[config.mk]
export PLATFORM = sky130hd
export DESIGN_NAME = dmem_arbiter_flat
export DESIGN_NICKNAME = d
export VERILOG_FILES = /design/src/rtl/dmem_arbiter_if.sv /design/src/rtl/dmem_arbiter.sv /design/src/flat_wrapper.sv
export SDC_FILE = /design/constraint.sdc
export NUM_CORES = 1
export LEC_CHECK = 0
export ABC_CLOCK_PERIOD_IN_PS = 5400
export CAP_MARGIN = 10
export CORE_MARGIN = 1.5
export CORE_UTILIZATION = 35
export DETAILED_ROUTE_END_ITERATION = 16
export HOLD_SLACK_MARGIN = 0.02
export PLACE_DENSITY = 0.78
export SETUP_SLACK_MARGIN = 0.3
export SLEW_MARGIN = 20
export SYNTH_ARGS = -nofsm -noshare
export SYNTH_HDL_FRONTEND = slang
export SYNTH_SLANG_ARGS = --single-unit
export TNS_END_PERCENT = 5
[constraint.sdc]
create_clock -name clk -period 5.4 [get_ports clk]
set_clock_uncertainty 0.1 [all_clocks]
set_input_delay 1.08 -clock clk [delete_from_list [all_inputs] [get_ports clk]]
set_output_delay 1.08 -clock clk [all_outputs]
set_load 0.05 [all_outputs]
[src/rtl/dmem_arbiter_if.sv]
// Requester-side channel of dmem_arbiter: valid/ready request with byte enables
// and an unthrottled one-cycle response pulse.
interface dmem_arbiter_if #(
  parameter int XLEN = 32
);
  logic              req_valid;
  logic              req_ready;
  logic [XLEN-1:0]   req_addr;
  logic              req_we;
  logic [XLEN/8-1:0] req_be;
  logic [XLEN-1:0]   req_wdata;
  logic              rsp_valid;
  logic [XLEN-1:0]   rsp_rdata;

  modport master (
    output req_valid, req_addr, req_we, req_be, req_wdata,
    input  req_ready, rsp_valid, rsp_rdata
  );

  modport slave (
    input  req_valid, req_addr, req_we, req_be, req_wdata,
    output req_ready, rsp_valid, rsp_rdata
  );
endinterface

[src/rtl/dmem_arbiter.sv]
// Two-port arbiter in front of a single-port registered-read data memory; sub-word
// stores become read-modify-write. Define DMEM_ARB_FIXED_PRIO_EN for fixed port-0 priority.
module dmem_arbiter #(
  parameter int XLEN = 32
) (
  input  logic             clk,
  input  logic             rst_n,
  dmem_arbiter_if.slave    s0,
  dmem_arbiter_if.slave    s1,
  output logic [XLEN-1:0]  mem_addr,
  output logic [XLEN-1:0]  mem_wdata,
  output logic             mem_we,
  input  logic [XLEN-1:0]  mem_rdata,
  output logic             busy
);
  localparam int BE_W = XLEN / 8;

  typedef enum logic [1:0] {IDLE, RD, RDW, WR} state_t;

  state_t            state;
  logic              we_q;
  logic              owner_q;
  logic [BE_W-1:0]   be_q;
  logic [XLEN-1:0]   wdata_q;

  logic              grant0;
  logic              grant1;
  logic              idle;
  logic              accept;
  logic              sel_we;
  logic [BE_W-1:0]   sel_be;
  logic [XLEN-1:0]   sel_addr;
  logic [XLEN-1:0]   sel_wdata;
  logic              rsp_fire;

  function automatic logic is_partial(input logic [BE_W-1:0] be);
    return (be != '0) && (be != '1);
  endfunction

  function automatic logic [XLEN-1:0] merge_bytes(input logic [BE_W-1:0] be,
                                                  input logic [XLEN-1:0] wdata,
                                                  input logic [XLEN-1:0] rdata);
    logic [XLEN-1:0] m;
    for (int i = 0; i < BE_W; i++)
      m[8*i +: 8] = be[i] ? wdata[8*i +: 8] : rdata[8*i +: 8];
    return m;
  endfunction

`ifdef DMEM_ARB_FIXED_PRIO_EN
  assign grant0 = s0.req_valid;
  assign grant1 = s1.req_valid && !s0.req_valid;
`else
  // last_grant = 1 means port 1 was served last, so port 0 wins a tie.
  logic last_grant;

  assign grant0 = s0.req_valid && (!s1.req_valid || last_grant);
  assign grant1 = s1.req_valid && (!s0.req_valid || !last_grant);

  always_ff @(posedge clk or negedge rst_n) begin
    if (!rst_n)      last_grant <= 1'b1;
    else if (accept) last_grant <= grant1;
  end
`endif

  // Ready is also held low while reset is asserted so every output reads 0.
  assign idle         = (state == IDLE) && rst_n;
  assign s0.req_ready = idle && grant0;
  assign s1.req_ready = idle && grant1;
  assign accept       = s0.req_ready || s1.req_ready;

  assign sel_we    = grant1 ? s1.req_we    : s0.req_we;
  assign sel_be    = grant1 ? s1.req_be    : s0.req_be;
  assign sel_addr  = grant1 ? s1.req_addr  : s0.req_addr;
  assign sel_wdata = grant1 ? s1.req_wdata : s0.req_wdata;

  // Request capture: data-path fields carry no reset, the FSM guards their use.
  always_ff @(posedge clk) begin
    if (accept) begin
      we_q    <= sel_we;
      be_q    <= sel_be;
      wdata_q <= sel_wdata;
      owner_q <= grant1;
    end
  end

  always_ff @(posedge clk or negedge rst_n) begin
    if (!rst_n) begin
      state     <= IDLE;
      mem_addr  <= '0;
      mem_wdata <= '0;
      mem_we    <= 1'b0;
    end else begin
      case (state)
        IDLE: begin
          mem_we <= 1'b0;
          if (accept) begin
            mem_addr <= sel_addr;
            if (!sel_we || is_partial(sel_be)) begin
              state <= RD;
            end else begin
              state     <= WR;
              mem_wdata <= sel_wdata;
              mem_we    <= |sel_be;
            end
          end
        end
        RD: begin
          state <= RDW;
        end
        RDW: begin
          if (we_q) begin
            mem_wdata <= merge_bytes(be_q, wdata_q, mem_rdata);
            mem_we    <= 1'b1;
            state     <= WR;
          end else begin
            state <= IDLE;
          end
        end
        WR: begin
          mem_we <= 1'b0;
          state  <= IDLE;
        end
        default: begin
          mem_we <= 1'b0;
          state  <= IDLE;
        end
      endcase
    end
  end

  // Load data is returned straight from the memory during RDW.
  assign rsp_fire     = ((state == RDW) && !we_q) || (state == WR);
  assign s0.rsp_valid = rsp_fire && !owner_q;
  assign s1.rsp_valid = rsp_fire && owner_q;
  assign s0.rsp_rdata = (s0.rsp_valid && !we_q) ? mem_rdata : '0;
  assign s1.rsp_rdata = (s1.rsp_valid && !we_q) ? mem_rdata : '0;
  assign busy         = (state != IDLE);

endmodule
[src/flat_wrapper.sv]
// flat-port wrapper written by rule: the top's interface ports become plain ports
module dmem_arbiter_flat 
#(
  parameter int XLEN = 32
)
  (clk, rst_n, mem_addr, mem_wdata, mem_we, mem_rdata, busy, s0_req_valid, s0_req_addr, s0_req_we, s0_req_be, s0_req_wdata, s0_req_ready, s0_rsp_valid, s0_rsp_rdata, s1_req_valid, s1_req_addr, s1_req_we, s1_req_be, s1_req_wdata, s1_req_ready, s1_rsp_valid, s1_rsp_rdata);
  dmem_arbiter_if #(.XLEN(XLEN)) s0_i ();
  dmem_arbiter_if #(.XLEN(XLEN)) s1_i ();
  input  logic clk;
  input  logic rst_n;
  output logic [XLEN-1:0] mem_addr;
  output logic [XLEN-1:0] mem_wdata;
  output logic mem_we;
  input  logic [XLEN-1:0] mem_rdata;
  output logic busy;
  input wire logic [$bits(s0_i.req_valid)-1:0] s0_req_valid;
  input wire logic [$bits(s0_i.req_addr)-1:0] s0_req_addr;
  input wire logic [$bits(s0_i.req_we)-1:0] s0_req_we;
  input wire logic [$bits(s0_i.req_be)-1:0] s0_req_be;
  input wire logic [$bits(s0_i.req_wdata)-1:0] s0_req_wdata;
  output wire logic [$bits(s0_i.req_ready)-1:0] s0_req_ready;
  output wire logic [$bits(s0_i.rsp_valid)-1:0] s0_rsp_valid;
  output wire logic [$bits(s0_i.rsp_rdata)-1:0] s0_rsp_rdata;
  input wire logic [$bits(s1_i.req_valid)-1:0] s1_req_valid;
  input wire logic [$bits(s1_i.req_addr)-1:0] s1_req_addr;
  input wire logic [$bits(s1_i.req_we)-1:0] s1_req_we;
  input wire logic [$bits(s1_i.req_be)-1:0] s1_req_be;
  input wire logic [$bits(s1_i.req_wdata)-1:0] s1_req_wdata;
  output wire logic [$bits(s1_i.req_ready)-1:0] s1_req_ready;
  output wire logic [$bits(s1_i.rsp_valid)-1:0] s1_rsp_valid;
  output wire logic [$bits(s1_i.rsp_rdata)-1:0] s1_rsp_rdata;
  assign s0_i.req_valid = s0_req_valid;
  assign s0_i.req_addr = s0_req_addr;
  assign s0_i.req_we = s0_req_we;
  assign s0_i.req_be = s0_req_be;
  assign s0_i.req_wdata = s0_req_wdata;
  assign s0_req_ready = s0_i.req_ready;
  assign s0_rsp_valid = s0_i.rsp_valid;
  assign s0_rsp_rdata = s0_i.rsp_rdata;
  assign s1_i.req_valid = s1_req_valid;
  assign s1_i.req_addr = s1_req_addr;
  assign s1_i.req_we = s1_req_we;
  assign s1_i.req_be = s1_req_be;
  assign s1_i.req_wdata = s1_req_wdata;
  assign s1_req_ready = s1_i.req_ready;
  assign s1_rsp_valid = s1_i.rsp_valid;
  assign s1_rsp_rdata = s1_i.rsp_rdata;
  dmem_arbiter #(.XLEN(XLEN)) u_core (.clk(clk), .rst_n(rst_n), .s0(s0_i), .s1(s1_i), .mem_addr(mem_addr), .mem_wdata(mem_wdata), .mem_we(mem_we), .mem_rdata(mem_rdata), .busy(busy));
endmodule
==> reports/metrics.yaml <==
clock_tree:
  tritoncts: "built"
  cts_setup_buffers: 0
  tritoncts_num_sinks: 106
  cts.root.buffer_cell: "clkbuf_16"
  clk_transition_reported_paths_ns: 0.07
  cts-buffers-inserted: 9
  cts_hold_repair.buffers: 0
  cts.repair.resized: 0
  htree_num_levels: 3
  cts_max_path_buffers: 2
  clk-insertion-delay-late_ns: 0.34
worst_hold_path:
  min_to: "u_core.mem_wdata[8]$_DFFE_PN0P_"
  hold_path_startpoint: "u_core.mem_wdata[8]$_DFFE_PN0P_"
  worstHoldPathType: "reg2reg"
  timing.hold.worst_path_depth: 2
outcome:
  run_status: "completed"
place:
  gp_congestion: 0.7614
  hpwl_um: 13880
  dpl_cell_area_mm2: 0.009195
  dpl.cell_count: 1083
  placement.io_buffers: 307
global_routing:
  grt_antenna_before_repair: 0
  grt-busiest-layer: "met2"
  grt_use_met2_pct: 39.03
  first_global_vias: 5524
  groute.usage.overall_pct: 21.52
  first_pass_grt_wire_length_um: 29750
  use_met1_pct: 24.27
  globalRouteOverflowTotal: 0
  grt_max_degree: 66
  global_route.usage.met3_pct: 6.507
synth:
  post_synth_inst_count: 595
  post_synth_num_cell_types: 33
  synth_enable_flop_cells: 38
  synth-seq-cells: 106
  yosys-top-cells-count: "nand2_1, dfrtp_1, and2_1"
  synth_async_sr_flop_share_pct: 64.15
  netlist.area_leader.share_pct: 28.05
  synth_ff_type: "dfrtp_1"
  netlist_area_mm2: 0.005978
  yosysTopAreaCell: "dfrtp_1"
  yosysWarningCount: 0
  ys_top_cells_by_area: "dfrtp_1, edfxtp_1, nand2_1, o32ai_2, and2_1"
  syn-num-nets: 769
  fraction_of_the_yosys_area_taken_by_sequential_cells_pct: 47.57
  synth.most_common_cell: "nand2_1"
  synth.avg_cell_area_um2: 10.05
power_and_ir_drop:
  total_power_mw: 4.797
  cellPowerDensity_mw_per_mm2: 505.5
  switching_share_pct: 48.42
  comb_power_share_pct: 58.7
  vdd_drop_max_mv: 0.3228
  cell_internal_pwr_mw: 2.474
  share_clk_of_total_power_pct: 13.8
  netSwitchingPower_mw: 2.323
  cellLeakagePower_nw: 3.687
  power_frac_seq_pct: 27.6
layout:
  antennaDiodeCount: 0
  fillers: 1506
  layout.nets: 1048
  syn2layout_area_growth_pct: 58.73
  share_of_final_layout_standard_cells_stronger_than_drive_strength_1_pct: 11.49
  final_core_utilization_pct: 57.02
  final-instance-count-excl-fill: 1099
  layout.cell_area.non_filler_mm2: 0.009489
floorplan:
  effective_utilization_at_floorplan_pct: 35.92
  placement_rows: 47
  io_pins: 308
  placeableCoreArea_mm2: 0.01664
  die_y_um: 133.7
  die_width_um: 133.7
  die-area_mm2: 0.01787
sta:
  period_needed_ns: 4.226
  final-max-slew-violation-count: 0
  worst_slew_margin_rel_pct: 30.45
  rsz_0062_raised_after_global_routing: "no"
  max_freq_mhz: 236.6
  timing.final.hold_violations: 0
  timing.final.setup_violations: 0
  finalCritPeriodShare_pct: 78.26
  max_slew.worst_pin.slew_ns: 1.040
  finalSetupTns_ns: 0
setup_path:
  reg2reg_setup_slack_ns: 2.74
  critPathSlowestCell: "clkdlybuf4s50_1"
  critPathTopFamily: "buffers and inverters"
  worstSetupEndpointType: "output pin"
  cp_max_fo: 23
  path_cells: "clkdlybuf4s50_1 -> a21bo_4 -> inv_2 -> and2_1 -> clkdlybuf4s50_1"
  critical-path-top-cell-by-count: "clkdlybuf4s50_1"
  slowest_delay_ns: 0.80
  crit-reg2reg-launch: "u_core.state[1]$_DFFE_PN0N_"
  crit_arrival_ns: 3.05
  startpoint: "s1_req_valid"
  length_in_cells_of_the_worst_reg_to_reg_path: 3
  timing.critical_path.from_type: "input pin"
  critPathBufInv: 3
  timing.critical_path.depth: 5
  timing.setup.critical_path_class: "in2out"
  r2r-end: "u_core.be_q[3]$_DFFE_PP_"
  timing.critical_path.required_ns: 4.22
drt:
  first_pass_iters: 6
  drt-vias-per-instance: 4.926
  wl_per_cell_um: 17.38
  wl_um: 19100
  initialDrtViolationCount: 220
  route.vias.total: 5414
  final_antenna_net_count: 0
  drc: 0
flow_run:
  drv_cap: 0
[logic make-up (layout without fill, tap and decap cells)]
kind of cell,count (synthesis),after routing,synth area share [%]
and+or+nand+nor,255,255,19.42
AOI/OAI and AO/OA,111,111,16.68
DFF,106,106,47.57
muxes,66,66,11.72
buffers and inverters,57,341,4.604
[cell type report]
cell class	count	area [um2]	area share [%]
clock inverters	7	68.82	0.7252
flip-flops and latches	106	2844	29.97
clock buffers	9	225.2	2.373
repair buffers	316	3151	33.20
multi-input cells	432	2892	30.47
well taps	220	275.3	2.901
inverters	9	33.78	0.3560
[per-stage QoR]
stage	hold WS [ns]	setup slack, ns
after floorplan	0.4111	1.931
after global placement	0.4283	1.214
after detailed placement	0.4377	1.159
after CTS	0.4492	1.148
after global routing	0.4698	1.126
final	0.4460	1.174
[flip-flops by register name (all words and copies together) (netlist names)]
name	count
u_core.wdata_q	32
u_core.state	2
u_core.be_q	4
u_core.owner_q	1
u_core.mem_we	1
u_core.last_grant	1
u_core.we_q	1
u_core.mem_addr	32
u_core.mem_wdata	32
[worst max path at each step]
stage,endpoint,slack (ns)
after floorplan,s0_req_ready,1.93
after global placement,s1_req_ready,1.21
after detailed placement,s1_req_ready,1.16
after CTS,s1_req_ready,1.15
after global routing,s1_req_ready,1.13
final,s1_req_ready,1.17
[power groups by stage]
| stage | sequential [mW] | clock [mW] | combinational, mW |
|---|---|---|---|
| after floorplan | 2.06 | 0 | 1.12 |
| after global placement | 1.32 | 0 | 2.81 |
| after detailed placement | 1.34 | 0 | 2.84 |
| after CTS | 1.32 | 0.677 | 2.84 |
| after global routing | 1.36 | 0.707 | 2.99 |
| final | 1.32 | 0.660 | 2.81 |
[layout by cell type (no fill, tap or decap), types with 2 or more instances in the layout]
cell and n:
o32ai_2 30, edfxtp_1 38, and2_1 65, clkbuf_16 9, a31oi_1 33, and3_2 2
inv_1 8, nor2_1 35, a211oi_4 2, nand4_1 2, a21oi_1 2, o21ai_0 37
mux2i_1 34, buf_4 9, or4_4 2, nand2_1 144, clkinv_2 2, clkdlybuf4s50_1 306
mux2_2 32, o32ai_1 2, dfrtp_1 67
[worst min-delay path, stage by stage (launching register included)]
cell and delay [ns]:
dfrtp_1 0.38, nand2_1 0.06, o32ai_1 0.07
[routing by layer]
| metal | up-vias | share of wire (%) | routed length, um |
|---|---|---|---|
| li1 | 2634 | - | - |
| met1 | 2537 | 39 | 7499 |
| met2 | 221 | 51 | 9684 |
| met3 | 22 | 8.4 | 1595 |
| met4 | 0 | 1.7 | 316 |
| met5 | - | 0 | 0 |
Power figures use the tool's default switching activity.
